`config.mk`:
```
export PLATFORM = sky130hd
export DESIGN_NAME = immgen_skid
export DESIGN_NICKNAME = d
export VERILOG_FILES = /design/src/rtl/immgen_skid_pkg.sv /design/src/rtl/immgen_skid_core.sv /design/src/rtl/immgen_skid.sv
export SDC_FILE = /design/constraint.sdc
export NUM_CORES = 1
export LEC_CHECK = 0
export BUFFER_PORTS_ARGS = -buffer_cell sky130_fd_sc_hd__buf_4
export CORE_MARGIN = 4
export CORE_UTILIZATION = 25
export DETAILED_ROUTE_END_ITERATION = 6
export HOLD_SLACK_MARGIN = 0.02
export SYNTH_ARGS = -nofsm -noshare
export SYNTH_HDL_FRONTEND = slang
export SYNTH_SLANG_ARGS = --single-unit
export TNS_END_PERCENT = 1
```
`constraint.sdc`:
```
create_clock -name clk -period 11.1 [get_ports clk]
set_input_delay 0.555 -clock clk [delete_from_list [all_inputs] [get_ports clk]]
set_output_delay 0.555 -clock clk [all_outputs]
set_load 0.005 [all_outputs]
```
`src/rtl/immgen_skid_pkg.sv`:
```
// Shared types for the registered immediate generator: format selector,
// skid occupancy encoding and the XLEN legality check.
package immgen_skid_pkg;

    typedef enum logic [2:0] {
        IMMGEN_I     = 3'd0,
        IMMGEN_S     = 3'd1,
        IMMGEN_SB    = 3'd2,
        IMMGEN_UJ    = 3'd3,
        IMMGEN_U     = 3'd4,
        IMMGEN_Z     = 3'd5,
        IMMGEN_SHAMT = 3'd6
    } immgen_t;

    typedef enum logic [1:0] {
        OCC_EMPTY = 2'd0,
        OCC_ONE   = 2'd1,
        OCC_FULL  = 2'd2
    } occ_t;

    function automatic bit xlen_legal(int unsigned x);
        return (x == 32) || (x == 64);
    endfunction

endpackage

```
`src/rtl/immgen_skid_core.sv`:
```
// Combinational immediate former: (sel, instr[31:7]) -> (imm, illegal).
module immgen_skid_core
    import immgen_skid_pkg::*;
#(
    parameter int XLEN = 32
) (
    input  immgen_t          sel,
    input  logic [24:0]      instr,
    output logic [XLEN-1:0]  imm,
    output logic             illegal
);

    // Indexed as real instruction bits so the formats read like the ISA manual.
    logic [31:7] r;
    assign r = instr;

    always_comb begin
        imm     = '0;
        illegal = 1'b0;
        case (sel)
            IMMGEN_I:     imm = XLEN'($signed(r[31:20]));
            IMMGEN_S:     imm = XLEN'($signed({r[31:25], r[11:7]}));
            IMMGEN_SB:    imm = XLEN'($signed({r[31], r[7], r[30:25], r[11:8], 1'b0}));
            IMMGEN_UJ:    imm = XLEN'($signed({r[31], r[19:12], r[20], r[30:21], 1'b0}));
            IMMGEN_U:     imm = XLEN'($signed({r[31:12], 12'b0}));
            IMMGEN_Z:     imm = XLEN'(r[19:15]);
            IMMGEN_SHAMT: imm = (XLEN == 64) ? XLEN'(r[25:20]) : XLEN'(r[24:20]);
            default:      illegal = 1'b1;
        endcase
    end

endmodule

```
`src/rtl/immgen_skid.sv`:
```
// Registered immediate generator with a 2-entry skid buffer between the
// ID decoder and the ID/EX register; in_ready depends on state only.
module immgen_skid
    import immgen_skid_pkg::*;
#(
    parameter int XLEN  = 32,
    parameter int TAG_W = 32
) (
    input  logic              clk,
    input  logic              rst,
    input  logic              flush,
    input  logic              in_valid,
    output logic              in_ready,
    input  immgen_t           in_sel,
    input  logic [24:0]       in_instr,
    input  logic [TAG_W-1:0]  in_tag,
    output logic              out_valid,
    input  logic              out_ready,
    output logic [XLEN-1:0]   out_imm,
    output logic [TAG_W-1:0]  out_tag,
    output logic              out_illegal
);

    if (!xlen_legal(XLEN)) begin : g_bad_xlen
        $error("immgen_skid: XLEN must be 32 or 64");
    end

    typedef struct packed {
        logic [XLEN-1:0]  imm;
        logic [TAG_W-1:0] tag;
        logic             illegal;
    } entry_t;

    occ_t   st, nxt;
    entry_t m, k, new_e;
    logic   m_vld, accept, drain;
    logic   ld_m_new, ld_m_k, ld_k;

    immgen_skid_core #(.XLEN(XLEN)) u_core (
        .sel     (in_sel),
        .instr   (in_instr),
        .imm     (new_e.imm),
        .illegal (new_e.illegal)
    );
    assign new_e.tag = in_tag;

    assign m_vld    = (st != OCC_EMPTY);
    assign in_ready = (st != OCC_FULL);
    assign accept   = in_valid && in_ready;
    assign drain    = m_vld && out_ready;

    always_ff @(posedge clk or posedge rst) begin
        if (rst) st <= OCC_EMPTY;
        else     st <= nxt;
    end

    always_comb begin
        nxt      = st;
        ld_m_new = 1'b0;
        ld_m_k   = 1'b0;
        ld_k     = 1'b0;
        case (st)
            OCC_EMPTY: if (accept) begin
                nxt      = OCC_ONE;
                ld_m_new = 1'b1;
            end
            OCC_ONE: case ({accept, drain})
                2'b10:   begin nxt = OCC_FULL; ld_k = 1'b1; end
                2'b01:   nxt = OCC_EMPTY;
                2'b11:   ld_m_new = 1'b1;
                default: ;
            endcase
            OCC_FULL: if (drain) begin
                nxt    = OCC_ONE;
                ld_m_k = 1'b1;
            end
            default: nxt = OCC_EMPTY;
        endcase
        // Flush wins over any concurrent accept or drain.
        if (flush) begin
            nxt      = OCC_EMPTY;
            ld_m_new = 1'b0;
            ld_m_k   = 1'b0;
            ld_k     = 1'b0;
        end
    end

    // Payload registers carry no reset; outputs are gated by the valid state.
    always_ff @(posedge clk) begin
        if (ld_m_new)    m <= new_e;
        else if (ld_m_k) m <= k;
        if (ld_k)        k <= new_e;
    end

    assign out_valid   = m_vld;
    assign out_imm     = m_vld ? m.imm     : '0;
    assign out_tag     = m_vld ? m.tag     : '0;
    assign out_illegal = m_vld ? m.illegal : 1'b0;

endmodule
```
Yosys cells after proc, flatten, opt, wreduce, memory -nomap -nowiden
Index checks and enable logic that the tools add are counted.

Equal/unequal tests: 15. Multiplexer cells: 22. Reductions and logical operators: 8.

Operator list (number): $pmux W32 S7 (1); $mux W65 (2); $mux W32 (2); $mux W1 (11); $eq A3 B3 Y1 const B (3); $reduce_or A7 Y1 (1); $eq A2 B2 Y1 const B (3); $eq A3 B2 Y1 const B (2); $mux W2 (3); $ne A3 B3 Y1 const B (2); $pmux W2 S3 (1); $eq A2 B1 Y1 const B (2); $ne A4 B3 Y1 const B (1); $pmux W2 S2 (1); $reduce_bool A2 Y1 (2); $eq A3 B1 Y1 const B (1); $logic_not A3 Y1 (1); $reduce_and A3 Y1 (1); $logic_and A1 B1 Y1 (2); $logic_not A2 Y1 (1); $ne A2 B2 Y1 const B (1); $pmux W1 S2 (1).

Register bits after elaboration: 132. Input port bits: 65. Logic and storage cells: 52.

Longest topological paths before layout
Depth in word-level cells: 7. Gate-level depth with buffers: 6. Gate-level depth less buffers: 4.

Modules after synthesis
Synthesis repeated with hierarchy kept, for this count alone.

Cell total of the unflattened synthesis: 374. Area, all modules: 6034.5 um^2.

Modules (own cells, without submodules): immgen_skid (times used 1, cells each 292, area an instance 5444.0 um^2, seq. area each 3953.8 um^2); immgen_skid_core (times used 1, cells each 82, area an instance 590.6 um^2, seq. area each 0.0 um^2).

Worst setup path after synthesis
Ideal clock, no wire load.

Path kind: input to register. Start point: input port in_valid. End point: register k[0] (netlist bit) (enable). Library setup time: 581 ps. Arrival time: 5552 ps. Setup slack: 4967 ps. Stages on the path: 2. Buffers on the path: 0. Cell sequence: nor2b_1 nor3b_1.

Cells in the longest elaborated chain, start to end: 5.

Ends and longest elaborated chain: start: declaration (line immgen_skid.sv:12) `input logic in_valid,`; $logic_and A1 B1 Y1 (line immgen_skid.sv:49) `assign accept = in_valid && in_ready;`; $eq A2 B2 Y1 (line immgen_skid.sv:67) `OCC_ONE: case ({accept, drain})`; $mux W1 (line immgen_skid.sv:67); $mux W1 (line immgen_skid.sv:62) `case (st)`; $mux W1 (line immgen_skid.sv:80) `if (flush) begin`; named net ld_k (line immgen_skid.sv:37) `logic ld_m_new, ld_m_k, ld_k;`; end signal: assignment (line immgen_skid.sv:92) `if (ld_k) k <= new_e;`; end: declaration (line immgen_skid.sv:35) `entry_t m, k, new_e;`.

The timed path passes the listed nets, and every way through them passes these cells. A chain may end at the register's enable or synchronous reset.

Final worst setup path
Start point: register st[1]. End point: output port out_imm[4].

Cells in the longest elaborated chain, start to end: 2.

Ends and longest elaborated chain: start: declaration (line immgen_skid.sv:34) `occ_t st, nxt;`; start signal: assignment (line immgen_skid.sv:54) `else st <= nxt;`; $reduce_bool A2 Y1 (line immgen_skid.sv:47) `assign m_vld = (st != OCC_EMPTY);`; $mux W32 (line immgen_skid.sv:96) `assign out_imm = m_vld ? m.imm : '0;`; end: declaration (line immgen_skid.sv:19) `output logic [XLEN-1:0] out_imm,`.

Every way passes these cells.

==> reports/metrics.yaml <==
detailed_routing:
  drt-vias-per-instance: 4.247
  final_antenna_net_count: 0
  totalWireLength_um: 13290
  firstDrtPassIters: 4
  wl_per_cell_um: 15.95
  vias: 3538
  drt_iter0_markers: 169
  drc_errors: 0
power:
  internal-power_mw: 0.9387
  peakVddDrop_v: 0.00006774
  power_switching_mw: 0.2724
  leakage_nw: 2.931
  power_density_mw_per_mm2: 157.4
  switching_share_pct: 22.49
  clockPowerShare_pct: 42.1
  combPwrFrac_pct: 10.6
  power_frac_seq_pct: 47.2
die:
  die_w_um: 161.0
  row_count: 55
  ios: 132
  dieArea_mm2: 0.02593
  die-height_um: 161.0
  core_mm2: 0.02285
  initial_utilization_pct: 25.62
worst_setup_path:
  reg2reg_slack_ns: 8.60
  crit_path_start: "st[1]"
  r2r_cells: 5
  critPathLaunchType: "register"
  worstPathArrival_ns: 2.08
  path_class: "register to output port"
  r2r_end: "m[33]"
  worstReg2RegStart: "st[1]"
  endpoint: "out_imm[4]"
  worstPathMaxFanout: 66
  crit_required_ns: 10.55
  worstSetupEndpointType: "output port"
clock_network:
  clockBufferDepth: 2
  cts_buffers: 17
  clkLatencyLatePin_ns: 0.41
  cts.clk_slew.worst_paths_ns: 0.06
  tritoncts: "yes"
  cts-root-buf: "clkbuf_16"
  cts.repair.resized: 0
  postCtsSetupRepairBufs: 0
  cts.sinks: 132
  htreeDepth: 4
synth:
  synth_area_leaders: "edfxtp_1 67%, mux2_2 13%, and2_1 7.1%, a21oi_1 1.5%, a21o_1 1.4%"
  yosysSeqAreaShare_pct: 67.54
  yosys_register_bits: 132
  netlist_instances: 379
  synth_area_mm2: 0.005854
  synth_top_cell_by_area: "edfxtp_1"
  avgSynthCellArea_um2: 15.45
  yosysTopAreaCellShare_pct: 66.68
  syn-num-nets: 444
  ys_warn_count: 0
  synth_cell_types: 35
placed_design:
  routabilityCongestion: 0.7420
  numPlacedInstances: 801
  port-buffer-count: 131
  place_hpwl_um: 8715
finish:
  multi_input_area_mm2: 0.001783
  antennaDiodeCount: 0
  layout_common_cells: "135 x buf_4, 130 x edfxtp_1, 67 x mux2_2"
  layout.nets: 573
  final_common_cell: "buf_4"
  fill_cells: 2304
  fin_cells: 833
  seqCellArea_mm2: 0.003954
  final_layout_size_suffix_gt1_share_pct: 46.54
  syn_to_final_growth_pct: 31.46
grt:
  antenna_found_initial: 0
  grt_pass1_wl_um: 20380
  grt_overflow_total: 0
  grt_start_max_net_pins: 67
  grt_pass1_vias: 3648
  grt_use_total_pct: 10.14
sta:
  whs_ns: 0.3242
  tns_ns: 0
  slew_violations: 0
  period_needed_ns: 2.633
  grt_setup_unrepaired: "false"
  hold_viol: 0
  clock_skew_ns: 0.01060
  fmax_ghz: 0.3797
  slew_headroom_pct: 33.01
  worst_pin_slew_ns: 1.005
  fin_crit_sh_pct: 23.72
  setup_viol_count_final: 0
worst_hold_path:
  min_path_type: "primary input to register"
status:
  outcome: "finished clean"
job:
  drv_cap: 0
## power by group through the flow
| stage | Clock [mW] | Sequential (mW) | Combinational (mW) |
|---|---|---|---|
| final | 0.510 | 0.572 | 0.129 |
| after global routing | 0.548 | 0.573 | 0.141 |
| after CTS | 0.528 | 0.572 | 0.132 |
| after detailed placement | 0 | 0.582 | 0.131 |
| after global placement | 0 | 0.582 | 0.128 |
| after floorplan | 0 | 0.584 | 0.0670 |
## routing by layer
layer / vias to the layer above / routed length (um) / GRT usage (%) / share of wire [%]
met5: - / 0 / 0 / 0
li1: 1675 / - / - / -
met3: 9 / 841 / 3.547 / 6.3
met4: 0 / 104 / 3.567 / 0.78
met2: 129 / 6064 / 15.35 / 46
met1: 1725 / 6278 / 13.55 / 47
## sequential cells by signal (all words and copies together), names as in the netlist
signal,cells
m,65
st,2
k,65
## kinds of logic (layout without fill, tap and decap cells)
kind of cell / after synthesis / after routing / share of synthesized area [%]
flip-flops: 132 / 132 / 67.54
AND/OR/NAND/NOR: 98 / 98 / 10.86
buffers and inverters: 27 / 168 / 2.287
AO/OA/AOI/OAI: 50 / 50 / 5.471
XOR/XNOR: 1 / 1 / 0.2779
multiplexers: 71 / 71 / 13.57
## critical path, cell delays in order (launching register included)
cell	delay [ns]
dfrtp_1	0.41
or2_2	0.81
and2_1	0.29
buf_4	0.13
## through the flow
step | total power, mW | util (%) | area, um^2 | setup slack (ns)
detailed placement | 0.7132 | 31.28 | 7146 | 8.339
finish | 1.211 | 33.69 | 7696 | 8.467
floorplan | 0.6506 | - | 5854 | 4.967
CTS | 1.232 | 33.69 | 7696 | 8.343
global placement | 0.7102 | 31.28 | 7146 | 8.450
global route | 1.263 | 33.69 | 7696 | 8.245
## synth_stat cells, drive strengths merged
cell type,count
a211oi,1
a21o,11
a21oi,17
a221o,1
a31oi,4
and2,67
and2b,1
and3,1
and4b,5
buf,15
clkbuf,11
dfrtp,2
edfxtp,130
inv,1
mux2,67
mux2i,4
nand2,3
nand2b,3
nand3b,1
nand4b,1
nor2,2
nor2b,11
nor3b,2
o21a,1
o21ai,7
o22a,1
o22ai,7
or2,1
xor2,1
## timing repair
| item | 4_1_cts | 5_1_grt |
|---|---|---|
| hold endpoints to repair | 2 | 0 |
| endpoints found under the setup margin | 0 | 0 |
| hold buffers | 1 | 0 |
## final cells by class
type,count,area share [%]
Sequential cell,132,51.37
Multi-Input combinational cell,220,23.17
Timing Repair Buffer,136,13.30
Clock buffer,17,5.528
Tap cell,313,5.089
Clock inverter,14,1.496
Inverter,1,0.04877
## how the worst min path moves through the flow
stage          startpoint  endpoint  cells after the start
6_report        in_tag[1]      k[2]                      1
5_1_grt        in_tag[30]     k[31]                      1
4_1_cts        in_tag[25]     k[26]                      1
3_5_place_dp          rst     st[1]                      2
3_3_place_gp          rst     st[0]                      2
2_1_floorplan         rst     st[0]                      1
Note: power is estimated with default switching activity, not from simulation.
